===== src/rtl/display_pkg.sv =====
// Shared constants, state type and BCD-to-segment decode for the display controller.
package display_pkg;

    // Digit codes with a meaning beyond 0-9
    localparam logic [3:0] DIG_DASH  = 4'hA;
    localparam logic [3:0] DIG_BLANK = 4'hB;

    // Active-low segment patterns, bit0 = segment a
    localparam logic [6:0] SEG_BLANK = 7'b1111111;
    localparam logic [6:0] SEG_DASH  = 7'b0111111;

    typedef enum logic [0:0] {StIdle, StShow} disp_state_e;

    // 0-9 to standard glyphs, A to dash, B-F blank
    function automatic logic [6:0] bcd_7seg(input logic [3:0] digit);
        logic [6:0] seg;
        case (digit)
            4'd0:     seg = 7'b1000000;
            4'd1:     seg = 7'b1111001;
            4'd2:     seg = 7'b0100100;
            4'd3:     seg = 7'b0110000;
            4'd4:     seg = 7'b0011001;
            4'd5:     seg = 7'b0010010;
            4'd6:     seg = 7'b0000010;
            4'd7:     seg = 7'b1111000;
            4'd8:     seg = 7'b0000000;
            4'd9:     seg = 7'b0010000;
            DIG_DASH: seg = SEG_DASH;
            default:  seg = SEG_BLANK;
        endcase
        return seg;
    endfunction

endpackage


===== src/rtl/display_blink_gen.sv =====
// Free-running blink half-period counter with a phase flop; restart forces the on phase.
module display_blink_gen
    import display_pkg::*;
#(
    parameter int unsigned BLINK_HALF = 25_000_000
) (
    input  logic clk,
    input  logic rst,
    input  logic i_restart,
    output logic o_blink_on
);

    localparam int unsigned CntW = (BLINK_HALF > 1) ? $clog2(BLINK_HALF) : 1;
    localparam logic [CntW-1:0] CntLast = CntW'(BLINK_HALF - 1);

    logic [CntW-1:0] r_cnt;
    logic            r_on;

    // Count modulo BLINK_HALF, toggling the phase on each wrap
    always_ff @(posedge clk or posedge rst) begin
        if (rst) begin
            r_cnt <= '0;
            r_on  <= 1'b1;
        end else if (i_restart) begin
            r_cnt <= '0;
            r_on  <= 1'b1;
        end else if (r_cnt == CntLast) begin
            r_cnt <= '0;
            r_on  <= ~r_on;
        end else begin
            r_cnt <= r_cnt + CntW'(1);
        end
    end

    assign o_blink_on = r_on;

endmodule


===== src/rtl/display_mux_n.sv =====
// Multi-source seven-segment controller: captures the lowest-index valid packet, blinks
// masked digits, blanks after inactivity and drives registered active-low segments.
module display_mux_n
    import display_pkg::*;
#(
    parameter int unsigned N_SRC       = 2,
    parameter int unsigned N_DIGITS    = 6,
    parameter int unsigned BLINK_HALF  = 25_000_000,
    parameter int unsigned TIMEOUT_CYC = 0,
    localparam int unsigned SrcW       = (N_SRC > 1) ? $clog2(N_SRC) : 1
) (
    input  logic                         clk,
    input  logic                         rst,
    input  logic [N_SRC-1:0]             i_src_valid,
    input  logic [N_SRC*4*N_DIGITS-1:0]  i_src_bcd,
    input  logic [N_SRC*N_DIGITS-1:0]    i_src_blink,
    output logic [7*N_DIGITS-1:0]        o_hex,
    output logic                         o_active,
    output logic [SrcW-1:0]              o_active_src
);

    localparam int unsigned PktW = 4 * N_DIGITS;
    localparam int unsigned TmoW = (TIMEOUT_CYC > 0) ? $clog2(TIMEOUT_CYC + 1) : 1;
    localparam logic [TmoW-1:0] TmoLast = TmoW'((TIMEOUT_CYC > 0) ? TIMEOUT_CYC - 1 : 0);

    logic                w_any_valid;
    logic [SrcW-1:0]     w_sel_idx;
    logic [PktW-1:0]     w_sel_bcd;
    logic [N_DIGITS-1:0] w_sel_blink;
    logic                w_expire;
    logic                w_blink_on;
    disp_state_e         r_state, w_state_d;
    logic [TmoW-1:0]     r_tmo_cnt;
    logic [PktW-1:0]     r_snap_bcd;
    logic [N_DIGITS-1:0] r_snap_blink;
    logic [SrcW-1:0]     r_src_idx;

    assign w_any_valid = |i_src_valid;

    // Priority encoder: scanning downwards leaves the lowest-index valid source selected
    always_comb begin
        w_sel_idx   = '0;
        w_sel_bcd   = i_src_bcd[PktW-1:0];
        w_sel_blink = i_src_blink[N_DIGITS-1:0];
        for (int s = int'(N_SRC) - 1; s >= 0; s--) begin
            if (i_src_valid[s]) begin
                w_sel_idx   = SrcW'(s);
                w_sel_bcd   = i_src_bcd[s*PktW +: PktW];
                w_sel_blink = i_src_blink[s*N_DIGITS +: N_DIGITS];
            end
        end
    end

    // Next state: a capture always wins over timeout expiry
    always_comb begin
        w_expire  = 1'b0;
        w_state_d = r_state;
        if ((TIMEOUT_CYC != 0) && (r_state == StShow) && (r_tmo_cnt == TmoLast)
            && !w_any_valid) begin
            w_expire = 1'b1;
        end
        if (w_any_valid) begin
            w_state_d = StShow;
        end else if (w_expire) begin
            w_state_d = StIdle;
        end
    end

    // State register
    always_ff @(posedge clk or posedge rst) begin
        if (rst) begin
            r_state <= StIdle;
        end else begin
            r_state <= w_state_d;
        end
    end

    // Inactivity counter: cleared by capture, counts in SHOW and saturates instead of wrapping
    always_ff @(posedge clk or posedge rst) begin
        if (rst) begin
            r_tmo_cnt <= '0;
        end else if (w_any_valid || w_expire) begin
            r_tmo_cnt <= '0;
        end else if ((r_state == StShow) && (r_tmo_cnt != TmoLast)) begin
            r_tmo_cnt <= r_tmo_cnt + TmoW'(1);
        end
    end

    // Snapshot of the captured packet, blink mask and source index
    always_ff @(posedge clk or posedge rst) begin
        if (rst) begin
            r_snap_bcd   <= {N_DIGITS{4'hF}};
            r_snap_blink <= '0;
            r_src_idx    <= '0;
        end else if (w_any_valid) begin
            r_snap_bcd   <= w_sel_bcd;
            r_snap_blink <= w_sel_blink;
            r_src_idx    <= w_sel_idx;
        end
    end

    display_blink_gen #(
        .BLINK_HALF (BLINK_HALF)
    ) u_blink (
        .clk        (clk),
        .rst        (rst),
        .i_restart  (w_any_valid),
        .o_blink_on (w_blink_on)
    );

    assign o_active     = (r_state == StShow);
    assign o_active_src = r_src_idx;

    for (genvar d = 0; d < N_DIGITS; d++) begin : g_digit
        logic [3:0] w_digit;
        logic       w_mute;
        logic [6:0] r_hex;

        assign w_digit = r_snap_bcd[d*4 +: 4];
        assign w_mute  = r_snap_blink[d] & ~w_blink_on;

        // Decode and mask one digit into its output register
        always_ff @(posedge clk or posedge rst) begin
            if (rst) begin
                r_hex <= SEG_BLANK;
            end else if ((r_state == StShow) && !w_mute) begin
                r_hex <= bcd_7seg(w_digit);
            end else begin
                r_hex <= SEG_BLANK;
            end
        end

        assign o_hex[d*7 +: 7] = r_hex;
    end

endmodule


===== config.mk =====
export PLATFORM = sky130hd
export DESIGN_NAME = display_mux_n
export DESIGN_NICKNAME = d
export VERILOG_FILES = /design/src/rtl/display_pkg.sv /design/src/rtl/display_blink_gen.sv /design/src/rtl/display_mux_n.sv
export SDC_FILE = /design/constraint.sdc
export NUM_CORES = 1
export LEC_CHECK = 0
export CAP_MARGIN = 20
export CELL_PAD_IN_SITES_DETAIL_PLACEMENT = 0
export CELL_PAD_IN_SITES_GLOBAL_PLACEMENT = 1
export CORE_UTILIZATION = 42
export CTS_CLUSTER_SIZE = 14
export DETAILED_ROUTE_END_ITERATION = 10
export GPL_TIMING_DRIVEN = 0
export PLACE_DENSITY_LB_ADDON = 0.1
export SYNTH_ARGS = -nofsm -noshare
export SYNTH_HDL_FRONTEND = slang
export SYNTH_SLANG_ARGS = --single-unit

===== constraint.sdc =====
create_clock -name clk -period 5.1 [get_ports clk]
set_input_delay 0.765 -clock clk [delete_from_list [all_inputs] [get_ports clk]]
set_output_delay 0.765 -clock clk [all_outputs]
set_load 0.01 [all_outputs]

; ---- Yosys cells after proc, flatten, opt, wreduce, memory -nomap -nowiden
; Memories as Yosys holds them, arrays and structs flattened.
; Index checks and enable logic that the tools add are counted.
[classes]
addsub = 1
reduce_logical = 14
n_eq_ne = 1
n_bitwise = 7
muxes = 16
[op_table]
columns = operator, n
row1 = $mux 25, 2
row2 = $mux 24, 2
row3 = $mux 7, 6
row4 = $add 25x1->25 const B, 1
row5 = $eq 25x25->1 const B, 1
row6 = $mux 6, 2
row7 = $and 1x1->1, 6
row8 = $logic_and 1x1->1, 6
row9 = $logic_not 1->1, 6
row10 = $mux 1, 4
row11 = $reduce_bool 2->1, 1
row12 = $reduce_or 2->1, 1
row13 = $not 1->1, 1
[word_totals]
rom_bits = 672
word_cells = 57
input_bits = 64
mem_count = 6
ff_bits = 100
[memory_table]
columns = memory, words, word_bits, rd, rd_ports_with_merged_regs, write_ports, line_no
row1 = (no name shown), 16, 7, 1, 0, 0, display_pkg.sv:17  ; case (digit)
row2 = (no name shown), 16, 7, 1, 0, 0, display_pkg.sv:17
row3 = (no name shown), 16, 7, 1, 0, 0, display_pkg.sv:17
row4 = (no name shown), 16, 7, 1, 0, 0, display_pkg.sv:17
row5 = (no name shown), 16, 7, 1, 0, 0, display_pkg.sv:17
row6 = (no name shown), 16, 7, 1, 0, 0, display_pkg.sv:17

; ---- Logic depth before layout (Yosys ltp)
; Gate-level depths: netlist of the first run.
[logic_depth]
depth_word = 5
ltp_mapped = 6
ltp_nobuf = 5

; ---- By module
; A second synthesis of the first run with hierarchy kept.
[unflattened]
hier_cells = 516
area_unflattened_um2 = 5192.5
[modules_own_cells]
columns = module, seq_area_each_um2, cells_each, n_inst, area_each_um2
row1 = display_mux_n, 1934.4, 376, 1, 3890.0
row2 = display_blink_gen, 651.9, 140, 1, 1302.5

; ---- Worst setup path after synthesis of the first run
; OpenSTA, ideal clock, no wires.
[synth_timing]
path_kind = input to register
startpoint = input i_src_valid[1]
endpoint = register r_snap_bcd[10]
setup_slack_ns = 3.255
required_time_ns = 5.010
n_path_buf = 2
setup_time_ns = 0.090
cell_stages = 4
arrival_ns = 1.755
path_cell_list = clkbuf_1 buf_1 mux2i_1 o21ai_0
[synth_via]
elab_chain_len = 2
word_cells_on_any_way = 3
[synth_lines]
columns = item, line_no
row1 = "start, declared", display_mux_n.sv:14  ; input logic [N_SRC-1:0] i_src_valid,
row2 = $mux 24 (2 in series), display_mux_n.sv:46  ; if (i_src_valid[s]) begin
row3 = "end signal, assigned", display_mux_n.sv:92  ; r_snap_bcd <= {N_DIGITS{4'hF}};
row4 = "end signal, assigned", display_mux_n.sv:96  ; r_snap_bcd <= w_sel_bcd;
row5 = "end, declared", display_mux_n.sv:34  ; logic [PktW-1:0] r_snap_bcd;
; Parallel ways exist; a longest one is shown, timed or not.
; A chain may end at the register's enable or synchronous reset.

; ---- Worst setup path after layout of the first run
[layout_timing]
startpoint = register u_blink.r_cnt[0]
endpoint = register u_blink.r_cnt[5]
[layout_via]
elab_chain_len = 3
word_cells_on_any_way = 4
[layout_lines]
columns = item, line_no
row1 = "start, declared", display_blink_gen.sv:16  ; logic [CntW-1:0] r_cnt;
row2 = "start signal, assigned", display_blink_gen.sv:31  ; r_cnt <= r_cnt + CntW'(1);
row3 = $add 25x1->25 / $eq 25x25->1 (equally long branches), "display_blink_gen.sv:31, display_blink_gen.sv:27"
row4 = $mux 25 (*), display_blink_gen.sv:27  ; end else if (r_cnt == CntLast) begin
row5 = $mux 25 (*), display_blink_gen.sv:24  ; end else if (i_restart) begin
; Mark *: on every way between the ends. The rest lies on a longest branch, timed or not.

==> results.py, run 1 <==
metrics = {
    "sta": {
        "clock_skew_ns": 0.00899,
        "tightest_slew_ns": 0.765,
        "timing.final.crit_share_pct": 43.3,
        "fin_tns_setup_ns": 0,
        "min_period_ns": 2.21,
        "hold_violations": 0,
        "fin_ws_ns": 2.89,
        "slew_viol_final": 0,
        "rsz0062_at_grt": "false",
        "fmax_mhz": 453,
        "slew_headroom_pct": 49.0,
        "setup_violations": 0,
    },
    "clock_tree": {
        "cts.sinks": 100,
        "hold_buffers": 0,
        "root_buffer": "clkbuf_16",
        "cts_tree": "yes",
        "cts-resized-gates": 0,
        "cts_buffer_depth": 2,
        "cts-htree-levels": 3,
        "clk_latency_ns": 0.35,
        "numCtsBuffers": 9,
        "post-cts-setup-buffers": 0,
        "clk_pin_slew_ns": 0.06,
    },
    "hold_path": {
        "hold-path-cell-count": 1,
        "whs_endpoint": "u_blink.r_cnt[0]$_DFF_PP0_",
        "hold_path.class": "reg -> reg",
        "worstHoldStart": "u_blink.r_cnt[0]$_DFF_PP0_",
    },
    "global_route": {
        "met1_usage_pct": 23.7,
        "grt_pass1_vias": 3832,
        "grt_util_met3_pct": 6.11,
        "track_usage_pct": 18.8,
        "grt-busiest-layer": "met2",
        "met2_usage_pct": 30.9,
        "grt_max_degree": 66,
        "grt_pass1_wl_microns": 18600,
        "grt.overflow.total": 0,
        "antenna_found_initial": 0,
    },
    "power": {
        "powerDensity_nw_per_um2": 310,
        "p_int_uw": 1570,
        "pwr-share-seq_pct": 46.1,
        "p_leak_uw": 0.00278,
        "p_switching_uw": 515,
        "switching_share_pct": 24.6,
        "vdd_drop_max_v": 0.000163,
        "combPwrFrac_pct": 19.4,
        "clockPowerShare_pct": 34.5,
    },
    "synth": {
        "synth-main-ff-cell": "dfstp_2",
        "ys_types": 42,
        "yosysTopAreaCellShare_pct": 34.2,
        "syn_avg_cell_area_sq_um": 10.0,
        "syn_nets": 609,
        "synthArstFlopShare_pct": 100,
        "synthTopCellsByCount": "o21ai_0 (75), dfstp_2 (67), nand2_1 (59), mux2i_1 (36), dfrtp_1 (33)",
        "ys_warn_count": 0,
        "synth_top_cell_by_area": "dfstp_2",
        "ys_ff_latch": 100,
        "netlist_area_sq_um": 5150,
        "yosysMostFrequentCell": "o21ai_0",
        "synth_edf_count": 0,
        "yosysSeqAreaShare_pct": 50.2,
        "synthTopCellsByArea": "dfstp_2 (34%), dfrtp_1 (16%), ha_1 (7.5%)",
        "syn_inst": 514,
    },
    "finish": {
        "areaGrowthSynthToFinish_pct": 30.8,
        "finalInstanceArea_sq_um": 6730,
        "drive_above_1_share_pct": 15.3,
        "fin_nets": 726,
        "insertedDiodeCount": 0,
    },
    "floorplan": {
        "start_util_pct": 43.0,
        "pin_count": 108,
        "fp.dieW_microns": 113,
        "dieHeight_microns": 113,
        "rows": 40,
        "coreArea_sq_um": 12000,
        "dieArea_sq_um": 12700,
    },
    "detailed_routing": {
        "via_per_inst": 5.09,
        "dr_total_vias": 3988,
        "dr.pass1.iters": 4,
        "wl_per_cell_microns": 14.5,
        "detail-route-antenna-nets": 0,
        "drc": 0,
        "drt_iter0_drc": 126,
        "totalWireLength_microns": 11300,
    },
    "worst_setup_path": {
        "cp.required_ns": 5.33,
        "path_max_fanout": 10,
        "reg2reg_from": "u_blink.r_cnt[0]$_DFF_PP0_",
        "r2r_cells": 6,
        "r2r_slack_ns": 2.89,
        "end_kind": "register",
        "cp-startpoint": "u_blink.r_cnt[0]$_DFF_PP0_",
        "worstSetupPathType": "reg -> reg",
        "r2r-end": "u_blink.r_cnt[5]$_DFF_PP0_",
        "critPathLaunchType": "register",
        "critPathArrivalTime_ns": 2.44,
    },
    "job": {
        "drv_cap": 0,
    },
    "place": {
        "gp_congestion": 0.799,
        "placed_area_sq_um": 6410,
        "io_buffer_count": 105,
        "hpwl_microns": 8290,
        "dp_slack_ns": 2.89,
    },
    "status": {
        "status": "finished clean",
    },
}
## worst max-delay path by stage
stage | end | slack [ns]
6_report | u_blink.r_cnt[5]$_DFF_PP0_ | 2.89
3_3_place_gp | r_snap_blink[1]$_DFFE_PP0N_ | 0.32
4_1_cts | u_blink.r_cnt[9]$_DFF_PP0_ | 2.87
2_1_floorplan | o_active$_DFFE_PP0N_ | 1.83
5_1_grt | u_blink.r_cnt[4]$_DFF_PP0_ | 2.75
3_5_place_dp | u_blink.r_cnt[9]$_DFF_PP0_ | 2.89
## flip-flops by register name, indices dropped and copies added, names as in the netlist
name / flops
g_digit.r_hex: 42
o_active_src: 1
r_snap_bcd: 24
u_blink.o_blink_on: 1
u_blink.r_cnt: 25
o_active: 1
r_snap_blink: 6
## routing by layer
metal / part of all wire [%] / vias up
li1: - / 2008
met1: 45 / 1880
met2: 48 / 90
met3: 5.3 / 10
met4: 1.1 / 0
met5: 0 / -
## final cells by class
cell class	count	area (sq um)
clock inverter	3	41.3
timing repair buffer	106	1080
clock buffer	13	280
tap	147	184
inverter	21	81.3
fill	1097	5230
sequential	100	2590
multi-input combinational	364	2360
buffer	29	126
## worst max-delay path, stage by stage (launching register included)
cell     delay (ns)
dfrtp_1        0.38
ha_1           0.26
and3_2         0.25
nand3_1        0.15
o31ai_2        0.64
buf_2          0.34
nor2_1         0.07
## placed cells by master, fill, tap and decap left out, drive strengths merged, types with 22 or more instances in the layout
cell type | Yosys | layout
a21oi | 30 | 30
clkbuf | 24 | 37
clkdlybuf4s50 | 0 | 105
dfrtp | 33 | 33
dfstp | 67 | 67
ha | 31 | 31
inv | 21 | 22
mux2i | 36 | 36
nand2 | 59 | 59
nor2 | 32 | 32
o21ai | 75 | 75
## per-stage QoR
stage                     total power [uW]  util [%]  cells  hold slack (ns)
after global placement                1380      53.4    766            0.467
after CTS                             2120      56.3    783            0.488
after global routing                  2190      56.3    783            0.508
after detailed placement              1390      53.6    767            0.475
after floorplan                       1170         -    514            0.453
final                                 2090      56.3    783            0.481
## cell families after synthesis
kind of cell / Yosys count / share of synthesized area [%]
adder cells (fa/ha/maj): 31 / 7.54
flip-flops: 100 / 50.2
XOR/XNOR: 10 / 1.70
AO/OA/AOI/OAI: 126 / 13.3
AND/OR/NAND/NOR: 158 / 15.5
buffers and inverters: 50 / 3.99
multiplexers: 39 / 7.66
## power by group through the flow
stage | registers [uW] | logic (uW) | clock network, uW
6_report | 963 | 406 | 720
5_1_grt | 973 | 450 | 772
4_1_cts | 964 | 412 | 741
3_5_place_dp | 976 | 410 | 0
3_3_place_gp | 973 | 403 | 0
2_1_floorplan | 999 | 174 | 0
Note: power is estimated with default switching activity, not from simulation.
==> run 2, diff against run 1 <==
Settings changed: CORE_UTILIZATION 42 to 36.
Clock period 5.1 ns to 1.95 ns, I/O delays scaled along.
==> results.py, run 2 (same netlist as run 1, synthesis figures left out) <==
metrics = {
    "status": {
        "status": "finished clean",
    },
    "sta": {
        "min_period_ns": 1.82,
        "fin_tns_setup_ns": 0,
        "clock_skew_ns": 0.00812,
        "rsz0062_at_grt": "false",
        "setup_violations": 0,
        "tightest_slew_ns": 0.733,
        "fin_hold_ws_ns": 0.402,
        "fmax_mhz": 550,
        "timing.final.crit_share_pct": 93.3,
        "slew_headroom_pct": 51.2,
        "hold_violations": 0,
        "slew_viol_final": 0,
    },
    "power": {
        "p_int_uw": 4020,
        "combPwrFrac_pct": 19.8,
        "p_switching_uw": 1400,
        "power.total_uw": 5420,
        "switching_share_pct": 25.9,
        "p_leak_uw": 0.00279,
        "powerDensity_nw_per_um2": 796,
        "vdd_drop_max_v": 0.000374,
        "clockPowerShare_pct": 33.8,
        "pwr-share-seq_pct": 46.4,
    },
    "worst_setup_path": {
        "worstSetupPathType": "reg -> reg",
        "critPathArrivalTime_ns": 2.10,
        "r2r_cells": 5,
        "r2r-end": "u_blink.r_cnt[13]$_DFF_PP0_",
        "reg2reg_from": "u_blink.r_cnt[4]$_DFF_PP0_",
        "path_max_fanout": 8,
        "r2r_slack_ns": 0.13,
        "end_kind": "register",
        "critPathLaunchType": "register",
        "cp.required_ns": 2.23,
    },
    "clock_tree": {
        "hold_buffers": 0,
        "cts-htree-levels": 3,
        "cts_buffer_depth": 2,
        "root_buffer": "clkbuf_16",
        "cts.sinks": 100,
        "clk_pin_slew_ns": 0.07,
        "clk_latency_ns": 0.35,
        "cts_tree": "yes",
        "numCtsBuffers": 9,
    },
    "global_route": {
        "grt_util_met3_pct": 3.32,
        "grt_pass1_wl_microns": 19900,
        "met2_usage_pct": 27.4,
        "grt_max_degree": 43,
        "antenna_found_initial": 0,
        "met1_usage_pct": 22.9,
        "grt-busiest-layer": "met2",
        "track_usage_pct": 17.4,
        "grt_pass1_vias": 4101,
        "grt.overflow.total": 0,
    },
    "floorplan": {
        "pin_count": 108,
        "rows": 43,
        "coreArea_sq_um": 13900,
        "start_util_pct": 36.9,
        "fp.dieW_microns": 122,
        "dieHeight_microns": 122,
        "dieArea_sq_um": 14800,
    },
    "finish": {
        "regMostFlops": "g_digit.r_hex",
        "areaGrowthSynthToFinish_pct": 32.3,
        "insertedDiodeCount": 0,
        "final_common_cell": "clkdlybuf4s50_1",
        "drive_above_1_share_pct": 16.2,
        "reg_top3": "g_digit.r_hex: 42 flops, u_blink.r_cnt: 25 flops, r_snap_bcd: 24 flops",
        "fin_nets": 731,
        "mostFrequentLayoutCells": "clkdlybuf4s50_1 (105), o21ai_0 (75), dfstp_2 (67)",
        "finalNonFillerCells": 821,
        "post-route-util_pct": 48.9,
        "largest_reg_flops": 42,
    },
    "detailed_routing": {
        "wl_per_cell_microns": 14.4,
        "detail-route-antenna-nets": 0,
        "via_per_inst": 4.95,
        "totalWireLength_microns": 11800,
        "drc": 0,
        "drt_iter0_drc": 162,
        "dr_total_vias": 4065,
        "dr.pass1.iters": 4,
    },
    "place": {
        "gp_congestion": 0.775,
        "place_inst": 801,
        "hpwl_microns": 8650,
        "io_buffer_count": 105,
    },
    "job": {
        "drv_cap": 0,
    },
    "hold_path": {
        "hold_path.class": "in -> async",
    },
}
[run 2: changes by cell type in the layout (fill, tap and decap cells not counted), moves of 2 or more]
| cell | previous run | this run |
|---|---|---|
| buf_4 | 0 | 4 |
| clkbuf_8 | 4 | 1 |
| buf_12 | 0 | 2 |
| clkinvlp_4 | 0 | 2 |
| dfrtp_1 | 33 | 31 |
| dfrtp_2 | 0 | 2 |
[run 2: how the worst max path moves through the flow]
stage,startpoint,to,slack [ns],cells after the start
global placement,rst,u_blink.r_cnt[4]$_DFF_PP0_,-0.55,2
CTS,u_blink.r_cnt[6]$_DFF_PP0_,u_blink.r_cnt[21]$_DFF_PP0_,0.08,6
finish,u_blink.r_cnt[4]$_DFF_PP0_,u_blink.r_cnt[13]$_DFF_PP0_,0.13,5
global route,u_blink.r_cnt[4]$_DFF_PP0_,u_blink.r_cnt[13]$_DFF_PP0_,0.005,5
detailed placement,u_blink.r_cnt[0]$_DFF_PP0_,u_blink.r_cnt[10]$_DFF_PP0_,-0.27,6
floorplan,u_blink.r_cnt[0]$_DFF_PP0_,u_blink.r_cnt[10]$_DFF_PP0_,0.18,6
[run 2: layer usage]
layer	share of wire [%]	vias to the layer above	wire length, microns
li1	-	2022	-
met1	48	1937	5720
met2	45	87	5310
met3	4.2	19	501
met4	2.7	0	318
met5	0	-	0
[run 2: power by group through the flow]
stage	clock network [uW]	registers (uW)	logic (uW)
after floorplan	0	2610	456
after global placement	0	2550	1060
after detailed placement	0	2550	1080
after CTS	1890	2520	1090
after global routing	1980	2540	1200
final	1830	2520	1070
[run 2: repair_timing]
action	in CTS	in global routing
resized for setup	1	2
endpoints found under the setup margin	20	23
pin swaps	1	1
buffers inserted	3	1
[run 2: metrics by stage]
stage	setup WS, ns	instance area [sq um]
floorplan	0.176	5150
global placement	-0.547	6430
detailed placement	-0.267	6470
CTS	0.0772	6800
global route	0.00542	6810
finish	0.130	6810
[run 2: cell type report]
class / instances / area, sq um
Fill cell: 1334 / 7120
Clock buffer: 10 / 239
Buffer: 29 / 126
Inverter: 21 / 82.6
Timing Repair Buffer: 111 / 1120
Sequential cell: 100 / 2590
Multi-Input combinational cell: 364 / 2360
Tap cell: 180 / 225
Clock inverter: 6 / 62.6
[run 2: worst max-delay path: stages, from the launching register on]
cell	delay, ns
dfrtp_1	0.44
nand4_1	0.23
or3_1	0.40
clkbuf_1	0.17
or3_1	0.36
a21oi_1	0.14
==> run 3, diff against run 2 <==
Settings changed: ABC_AREA from default to 1, CORE_UTILIZATION 36 to 35.
==> results.py, run 3 <==
metrics = {
    "status": {
        "status": "finished clean",
    },
    "synth": {
        "yosysTopAreaCellShare_pct": 33.9,
        "syn_avg_cell_area_sq_um": 8.61,
        "synthTopCellsByCount": "nand2_1 (169), dfstp_2 (67), nor2_1 (60), inv_1 (55), nand3_1 (42)",
        "ys_warn_count": 0,
        "synth_edf_count": 0,
        "syn_nets": 697,
        "synth-main-ff-cell": "dfstp_2",
        "netlist_area_sq_um": 5190,
        "synth_top_cell_by_area": "dfstp_2",
        "ys_ff_latch": 100,
        "syn_inst": 602,
        "yosysSeqAreaShare_pct": 49.9,
        "synthTopCellsByArea": "dfstp_2 (34%), dfrtp_1 (16%), nand2_1 (12%)",
        "ys_types": 24,
        "yosysMostFrequentCell": "nand2_1",
        "synthArstFlopShare_pct": 100,
    },
    "power": {
        "power.total_uw": 5400,
        "p_switching_uw": 1480,
        "switching_share_pct": 27.3,
        "pwr-share-seq_pct": 47.4,
        "powerDensity_nw_per_um2": 793,
        "combPwrFrac_pct": 20.4,
        "p_int_uw": 3920,
        "clockPowerShare_pct": 32.2,
        "p_leak_uw": 0.00292,
        "vdd_drop_max_v": 0.000441,
    },
    "clock_tree": {
        "cts-resized-gates": 0,
        "clk_pin_slew_ns": 0.07,
        "cts.sinks": 100,
        "post-cts-setup-buffers": 0,
        "cts-htree-levels": 3,
        "cts_tree": "yes",
        "clk_latency_ns": 0.35,
        "hold_buffers": 0,
        "root_buffer": "clkbuf_16",
        "numCtsBuffers": 9,
        "cts_buffer_depth": 2,
    },
    "worst_setup_path": {
        "cp.required_ns": 1.66,
        "path_max_fanout": 1,
        "cp_slowest_stage_delay_ns": 0.55,
        "critPathArrivalTime_ns": 1.44,
        "path_delay_family": "flip-flops",
        "worstSetupPathType": "reg -> out",
        "critPathBufInv": 1,
        "end_kind": "output pin",
        "worstPathCellList": "clkdlybuf4s50_1",
        "critPathLaunchType": "register",
        "cpMaxStageDelayCell": "dfstp_2",
    },
    "global_route": {
        "met1_usage_pct": 24.2,
        "grt-busiest-layer": "met2",
        "grt.overflow.total": 0,
        "grt_pass1_vias": 4084,
        "antenna_found_initial": 0,
        "grt_util_met3_pct": 3.43,
        "track_usage_pct": 17.5,
        "met2_usage_pct": 27.5,
        "grt_pass1_wl_microns": 20300,
        "grt_max_degree": 39,
    },
    "sta": {
        "slew_viol_final": 0,
        "slew_headroom_pct": 54.6,
        "timing.final.crit_share_pct": 89.0,
        "fin_tns_setup_ns": 0,
        "hold_violations": 0,
        "clock_skew_ns": 0.00736,
        "min_period_ns": 1.74,
        "rsz0062_at_grt": "false",
        "fmax_mhz": 576,
        "fin_hold_ws_ns": 0.281,
        "setup_violations": 0,
        "tightest_slew_ns": 0.679,
    },
    "finish": {
        "finalNonFillerCells": 910,
        "final_common_cell": "nand2_1",
        "mostFrequentLayoutCells": "nand2_1 (169), clkdlybuf4s50_1 (106), dfstp_2 (67)",
        "largest_reg_flops": 42,
        "areaGrowthSynthToFinish_pct": 31.2,
        "insertedDiodeCount": 0,
        "drive_above_1_share_pct": 17.9,
        "regMostFlops": "g_digit.r_hex",
        "fin_nets": 816,
        "reg_top3": "g_digit.r_hex: 42 flops, u_blink.r_cnt: 25 flops, r_snap_bcd: 24 flops",
        "post-route-util_pct": 47.0,
    },
    "detailed_routing": {
        "via_per_inst": 4.60,
        "drc": 0,
        "drt_iter0_drc": 197,
        "detail-route-antenna-nets": 0,
        "totalWireLength_microns": 12600,
        "dr.pass1.iters": 5,
        "wl_per_cell_microns": 13.8,
        "dr_total_vias": 4190,
    },
    "floorplan": {
        "dieArea_sq_um": 15300,
        "start_util_pct": 35.8,
        "pin_count": 108,
        "fp.dieW_microns": 124,
        "coreArea_sq_um": 14500,
        "rows": 44,
        "dieHeight_microns": 124,
    },
    "place": {
        "gp_congestion": 0.856,
        "hpwl_microns": 9440,
        "io_buffer_count": 106,
        "place_inst": 894,
    },
    "hold_path": {
        "hold_path.class": "in -> reg",
    },
    "job": {
        "drv_cap": 0,
    },
}
==> run 3: cell count changes after synthesis, moves of 12 or more <==
cell / delta
nand2_1: +110
o21ai_0: -44
mux2i_1: -36
inv_1: +34
nand3_1: +34
nor2_1: +28
o211ai_1: +28
clkbuf_1: -20
nor2_2: +14
or2_2: +12
==> run 3: area by class of cell <==
cell class,count,area (sq um)
plain buffers,11,66.3
fillers,1429,7670
multi-input cells,434,2320
well taps,184,230
inverters,57,220
clock buffers,10,239
clock inverters,6,46.3
repair buffers,108,1100
flip-flops and latches,100,2590
==> run 3: stage by stage <==
stage,area [sq um],setup slack [ns]
floorplan,5190,0.523
global placement,6480,-0.599
detailed placement,6520,0.173
CTS,6810,0.220
global route,6810,0.162
finish,6810,0.215
==> run 3: path summary, 6_finish.rpt <==
kind                       slack [ns]                      startpoint  cells after the start                             end
max                              0.21   g_digit[1].r_hex[6]$_DFF_PP1_                      1                       o_hex[13]
min                              0.28                  i_src_valid[0]                      3      r_snap_bcd[23]$_DFFE_PP1N_
max reg2reg                      0.30      u_blink.r_cnt[0]$_DFF_PP0_                      8     u_blink.r_cnt[22]$_DFF_PP0_
min reg2reg                      0.47  u_blink.o_blink_on$_DFFE_PP1P_                      2  u_blink.o_blink_on$_DFFE_PP1P_
max in group asynchronous        0.64                             rst                      4   g_digit[5].r_hex[3]$_DFF_PP1_
min in group asynchronous        0.39                             rst                      2      u_blink.r_cnt[7]$_DFF_PP0_
==> run 3: power groups by stage <==
stage / combinational, uW / sequential, uW / clock [uW]
2_1_floorplan: 437 / 2660 / 0
3_3_place_gp: 1100 / 2590 / 0
3_5_place_dp: 1110 / 2590 / 0
4_1_cts: 1120 / 2560 / 1800
5_1_grt: 1230 / 2590 / 1860
6_report: 1100 / 2560 / 1740
==> run 3: cells by family after synthesis <==
group	after synthesis	share of synthesized area, %
XOR/XNOR	13	2.20
AO/OA/AOI/OAI	83	9.46
AND/OR/NAND/NOR	307	25.5
buffers and inverters	68	5.45
adder cells (fa/ha/maj)	31	7.48
flip-flops	100	49.9
==> run 3: routing by layer <==
metal / share of wire (%) / up-vias
li1: - / 2163
met1: 49 / 1943
met2: 47 / 75
met3: 3.5 / 9
met4: 1.1 / 0
met5: 0 / -
